`src/rtl/fifo_rr_enq_arbiter.sv`:
```
// Round-robin arbiter sharing one FIFO enqueue port among NREQ requesters.
// Grants bursts of up to BURST words; fifo_full back-pressures the owner combinationally.
module fifo_rr_enq_arbiter #(
  parameter  int NREQ  = 4,
  parameter  int DW    = 32,
  parameter  int BURST = 4,
  localparam int OW    = $clog2(NREQ),
  localparam int CW    = $clog2(BURST) + 1
) (
  input  logic                 CLK,
  input  logic                 RST,
  input  logic [NREQ-1:0]      req,
  input  logic [NREQ*DW-1:0]   din,
  output logic [NREQ-1:0]      gnt,
  input  logic                 fifo_full,
  output logic                 fifo_enq,
  output logic [DW-1:0]        fifo_din,
  output logic [OW-1:0]        owner,
  output logic                 busy
);

  typedef enum logic {IDLE, HOLD} state_t;

  state_t                  state, state_n;
  logic [OW-1:0]           owner_n, last, last_n, pick, idx;
  logic [CW-1:0]           cnt, cnt_n;
  logic                    accept, any_req;
  logic [NREQ-1:0][DW-1:0] din_v;

  assign din_v    = din;
  assign accept   = (state == HOLD) && req[owner] && !fifo_full;
  assign fifo_enq = accept;
  assign fifo_din = din_v[owner];
  assign busy     = (state == HOLD);
  assign any_req  = |req;

  for (genvar i = 0; i < NREQ; i++) begin : g_gnt
    assign gnt[i] = accept && (owner == OW'(i));
  end

  // Walk from farthest to nearest so the requester closest after 'last' wins.
  always_comb begin
    pick = last;
    idx  = '0;
    for (int k = NREQ; k >= 1; k--) begin
      idx = OW'((int'(last) + k) % NREQ);
      if (req[idx]) pick = idx;
    end
  end

  always_comb begin
    state_n = state;
    owner_n = owner;
    last_n  = last;
    cnt_n   = cnt;
    case (state)
      IDLE: if (any_req) begin
        owner_n = pick;
        cnt_n   = '0;
        state_n = HOLD;
      end
      HOLD: begin
        if ((accept && cnt == CW'(BURST - 1)) || !req[owner]) begin
          last_n  = owner;
          cnt_n   = '0;
          state_n = IDLE;
        end else if (accept) begin
          cnt_n = cnt + CW'(1);
        end
      end
      default: state_n = IDLE;
    endcase
  end

  always_ff @(posedge CLK or posedge RST) begin
    if (RST) begin
      state <= IDLE;
      owner <= '0;
      last  <= OW'(NREQ - 1);
      cnt   <= '0;
    end else begin
      state <= state_n;
      owner <= owner_n;
      last  <= last_n;
      cnt   <= cnt_n;
    end
  end

endmodule

```
`config.mk`:
```
export PLATFORM = sky130hd
export DESIGN_NAME = fifo_rr_enq_arbiter
export DESIGN_NICKNAME = d
export VERILOG_FILES = /design/src/rtl/fifo_rr_enq_arbiter.sv
export SDC_FILE = /design/constraint.sdc
export NUM_CORES = 1
export LEC_CHECK = 0
export CORE_AREA = 10 10 81 83
export CTS_CLUSTER_DIAMETER = 30
export DETAILED_ROUTE_END_ITERATION = 16
export DIE_AREA = 0 0 91 93
export HOLD_SLACK_MARGIN = 0.06
export PLACE_DENSITY = 0.9
export SYNTH_ARGS = -nofsm -noshare
export SYNTH_HDL_FRONTEND = slang
export SYNTH_SLANG_ARGS = --single-unit
```
`constraint.sdc`:
```
create_clock -name CLK -period 2.9 [get_ports CLK]
set_clock_uncertainty 0.05 [all_clocks]
set_input_delay 0.58 -clock CLK [delete_from_list [all_inputs] [get_ports CLK]]
set_output_delay 0.58 -clock CLK [all_outputs]
set_load 0.05 [all_outputs]
```
# Word-level counts from Yosys, hierarchy flattened
# Cells that the tools add are included.
# Widths: inputs -> output; s select.
# word_totals
latchBits	0
wordCells	59
memories	0
reg_bits	8
romBits	0
mem_bits_rw	0
# classes
n_mul	0
reduce_logical	15
eq_ne	6
n_mux	23
div	0
n_lt_le_gt_ge	5
add_sub_neg	5
n_shift	0
bitwise	1
# ops
op	n
$bmux 32 s2	1
$mux 32	1
$lt 2x3->1 const B	5
$bmux 1 s2	5
$mux 3	3
$mux 2	4
$logic_and 1x1->1	7
$mux 1	7
$pmux 3 s2	1
$reduce_and 2->1	3
$add 2x1->2 const B	2
$add 2x2->2 const B	2
$eq 2x2->1 const B	2
$reduce_or 4->1	1
$add 3x1->3 const B	1
$eq 3x2->1 const B	1
$ne 3x1->1 const B	1
$eq 2x1->1 const B	1
$logic_not 1->1	2
$logic_not 2->1	1
$ne 2x2->1 const B	1
$pmux 1 s2	1
$logic_or 1x1->1	1
$not 1->1	1

# Longest topological paths before layout
# depth
depth_word	8
depth_mapped	5
mapped_depth_nobuf	5

# Worst setup path before layout
# No wires, ideal clock.
# synth_path
kind	reg2out
startpoint	register owner[1]
endpoint	output port gnt[2]
required_ns	2.270
t_arrival_ns	2.420
slack_ns	-0.150
n_path_buf	2
path_stages_with_launch	4
cell_sequence	dfrtp_1 buf_2 clkbuf_1 nor3b_1
# synth_between
elab_chain_len	5
elab_cells_between_ends	6
classes_between	eq/ne: 1; mux: 2; reduce/logical: 3
# synth_lines
element	line_no	text
start, declared	18	output logic [OW-1:0] owner,
start signal, assigned	83	owner <= owner_n;
$bmux 1 s2	31	assign accept = (state == HOLD) && req[owner] && !fifo_full;
$mux 1 (not written as such)	31	
$logic_and 1x1->1 (2 in series)	31	
$logic_and 1x1->1 *	38	assign gnt[i] = accept && (owner == OW'(i));
end, declared	14	output logic [NREQ-1:0] gnt,
# Every way passes the cells marked *; elsewhere a longest branch is shown, timed or not. The select of a mux whose other input is x is not followed.

# Worst setup path after layout
# layout_path
startpoint	input port req[3]
endpoint	output port gnt[3]
# layout_between
elab_chain_len	5
# layout_lines
element	line_no	text
start, declared	12	input logic [NREQ-1:0] req,
$bmux 1 s2	31	
$mux 1 (not written as such)	31	
$logic_and 1x1->1 (2 in series)	31	
$logic_and 1x1->1	38	
# Every way passes these cells. The select of a mux whose other input is x is not followed.

==> impl_metrics.env <==
export IMPL_crit_fanout=6
export IMPL_syn_area_per_cell_sq_um=14.05
export IMPL_power_leakage_nw=1.381
export IMPL_layout_nets=406
export IMPL_vdd_drop_max_mv=0.5230
export IMPL_final_seq_area_sq_um=203.9
export IMPL_path_delay_family="buffers and inverters"
export IMPL_grt_overflow_total=0
export IMPL_viasPerCell=5.115
export IMPL_tightest_slew_ns=0.5074
export IMPL_synthCells=92
export IMPL_fillers=349
export IMPL_die_w_um=91
export IMPL_clock_latency_ns=0.23
export IMPL_place_gp_congestion=0.8694
export IMPL_status="completed"
export IMPL_final_cells=339
export IMPL_layout_commonest_cell="clkdlybuf4s50_1"
export IMPL_max_cap_violations=0
export IMPL_yosysUniqueCellTypes=36
export IMPL_r2r_start="owner[0]"
export IMPL_grt_pass1_vias=1888
export IMPL_ant_nets=0
export IMPL_worstPathRequired_ns=2.27
export IMPL_clockRootBuffer="clkbuf_8"
export IMPL_start_kind="primary input"
export IMPL_ctsHoldBuffers=0
export IMPL_area_growth_pct=177.6
export IMPL_routedWlPerCell_um=27.29
export IMPL_drc=0
export IMPL_ioPinCount=175
export IMPL_multi_input_area_sq_um=1036
export IMPL_max_stage_delay_ns=0.55
export IMPL_p_per_area_nw_per_um2=1070
export IMPL_clk_pin_slew_ns=0.04
export IMPL_coreArea_sq_um=5010
export IMPL_track_usage=0.2137
export IMPL_setup_tns_ns=0
export IMPL_cts_sinks=8
export IMPL_clock_fmax_mhz=361.3
export IMPL_synth_net_count=229
export IMPL_async_flop_share=1.000
export IMPL_syn_area_sq_um=1292
export IMPL_grt_max_degree=40
export IMPL_crit_slowest_cell="mux4_2"
export IMPL_row_count=26
export IMPL_min_from="cnt[2]"
export IMPL_hpwl_um=8282
export IMPL_yosys_warnings=0
export IMPL_ys_seq_area_frac=0.1568
export IMPL_max_slew_margin=0.6606
export IMPL_hold_viol=0
export IMPL_synthFlopType="dfrtp_1"
export IMPL_layout_drive_gt1_share=0.3470
export IMPL_end_kind="output port"
export IMPL_worstSetupStartpoint="req[3]"
export IMPL_hp_class="flip-flop to flip-flop"
export IMPL_synth_seq_cells=8
export IMPL_cts_tree="built"
export IMPL_numCtsBuffers=3
export IMPL_grt_pass1_wl_um=13530
export IMPL_arrival_ns=2.14
export IMPL_drv_slew=0
export IMPL_cp_cell_sequence="clkdlybuf4s50_1, mux4_2, nand3b_4, inv_2, and3_1, buf_12"
export IMPL_synth_edf_count=0
export IMPL_port_buffers=174
export IMPL_path_class="primary input to output port"
export IMPL_htree_num_levels=1
export IMPL_crit_buf_inv=3
export IMPL_dp_cells=334
export IMPL_dr_pass1_iters=4
export IMPL_setup_viol=0
export IMPL_totalWireLength_um=9251
export IMPL_die_y_um=93
export IMPL_fin_crit_ns=2.768
export IMPL_antenna_found_initial=2
export IMPL_die_area_sq_um=8463
export IMPL_mostFrequentLayoutCells="136 x clkdlybuf4s50_1, 39 x buf_12, 33 x mux4_2"
export IMPL_rsz0062_at_grt="false"
export IMPL_total_power_mw=3.841
export IMPL_cts_max_path_buffers=2
export IMPL_vias=1734
export IMPL_fin_crit_sh=0.9545
export IMPL_initial_core_util=0.2580
export IMPL_initialDrtViolationCount=93
[layout make-up]
cell class / count / share of cell area
Timing Repair Buffer: 181 / 0.6095
Multi-Input combinational cell: 68 / 0.2887
Sequential cell: 8 / 0.05683
Tap cell: 70 / 0.02441
Clock buffer: 4 / 0.01255
Inverter: 7 / 0.007322
Antenna cell: 1 / 0.0006974
[repair_timing]
item	4_1_cts	5_1_grt
setup endpoints to repair	0	1
setup buffers	0	0
gates resized for setup	0	1
[cells in the mapped netlist, types with 2 or more instances]
cell      count  share of area
clkbuf_1      4          0.012
nor2_1        2         0.0058
ha_1          2          0.019
o32ai_1       2          0.014
dfrtp_1       6           0.12
inv_1         6          0.017
nand2b_1      2         0.0097
nor3_1        3          0.012
buf_4         3          0.017
dfstp_2       2          0.041
mux2_1        2          0.017
mux4_2       33           0.58
nor3b_1       2          0.012
[kinds of logic (layout without fill, tap and decap cells)]
| family | Yosys count | in the layout | share of synthesized area |
|---|---|---|---|
| AOI/OAI and AO/OA | 12 | 12 | 0.07455 |
| adders and majority gates | 2 | 2 | 0.01936 |
| buffers and inverters | 16 | 192 | 0.05613 |
| DFF | 8 | 8 | 0.1568 |
| muxes | 36 | 36 | 0.6002 |
| other | 0 | 1 | 0 |
| and+or+nand+nor | 18 | 18 | 0.09294 |
[final timing paths]
check                                 to  cells after the start  slack [ns]
worst max-delay path              gnt[3]                      6        0.13
worst min-delay path              cnt[2]                      2        0.49
worst max register to register   last[0]                      3        1.24
worst min register to register    cnt[2]                      2        0.49
max in group asynchronous        last[0]                      2        1.97
min in group asynchronous       owner[1]                      2        0.54
[flip-flops by register name, indices dropped and copies added, names as in the netlist]
name,count
owner,2
busy,1
last,2
cnt,3
[per-layer routing]
metal / routed length [um] / share of wire / up-vias / global-route usage
met1: 3236 / 0.35 / 854 / 0.2267
met2: 4874 / 0.53 / 116 / 0.3926
met5: 0 / 0 / - / 0
met4: 58 / 0.0063 / 0 / 0.04047
li1: - / - / 756 / -
met3: 1082 / 0.12 / 8 / 0.08713
[per-stage QoR]
step                      cell area, sq um  utilization  hold slack [ns]  worst slack, ns
final                                 3588       0.7163           0.4869           0.1319
after detailed placement              3532       0.7050           0.4870          0.07377
after floorplan                       1303            -           0.3442         -0.02022
after CTS                             3577       0.7140           0.4974          0.07171
after global routing                  3588       0.7163           0.5156          0.04776
after global placement                3532       0.7050           0.4488          0.09759
[worst register-to-register path: stages, from the launching register on]
cell and delay [ns]:
dfrtp_2 0.39, mux4_2 0.58, a21oi_2 0.22, mux2_1 0.34
[power by group]
group	leakage, nW	internal, mW	total [mW]	switching (mW)
clock	0.0228	0.0955	0.142	0.0466
sequential	0.0958	0.169	0.232	0.0630
combinational	1.26	1.71	3.47	1.76
Note: power is estimated with default switching activity, not from simulation.
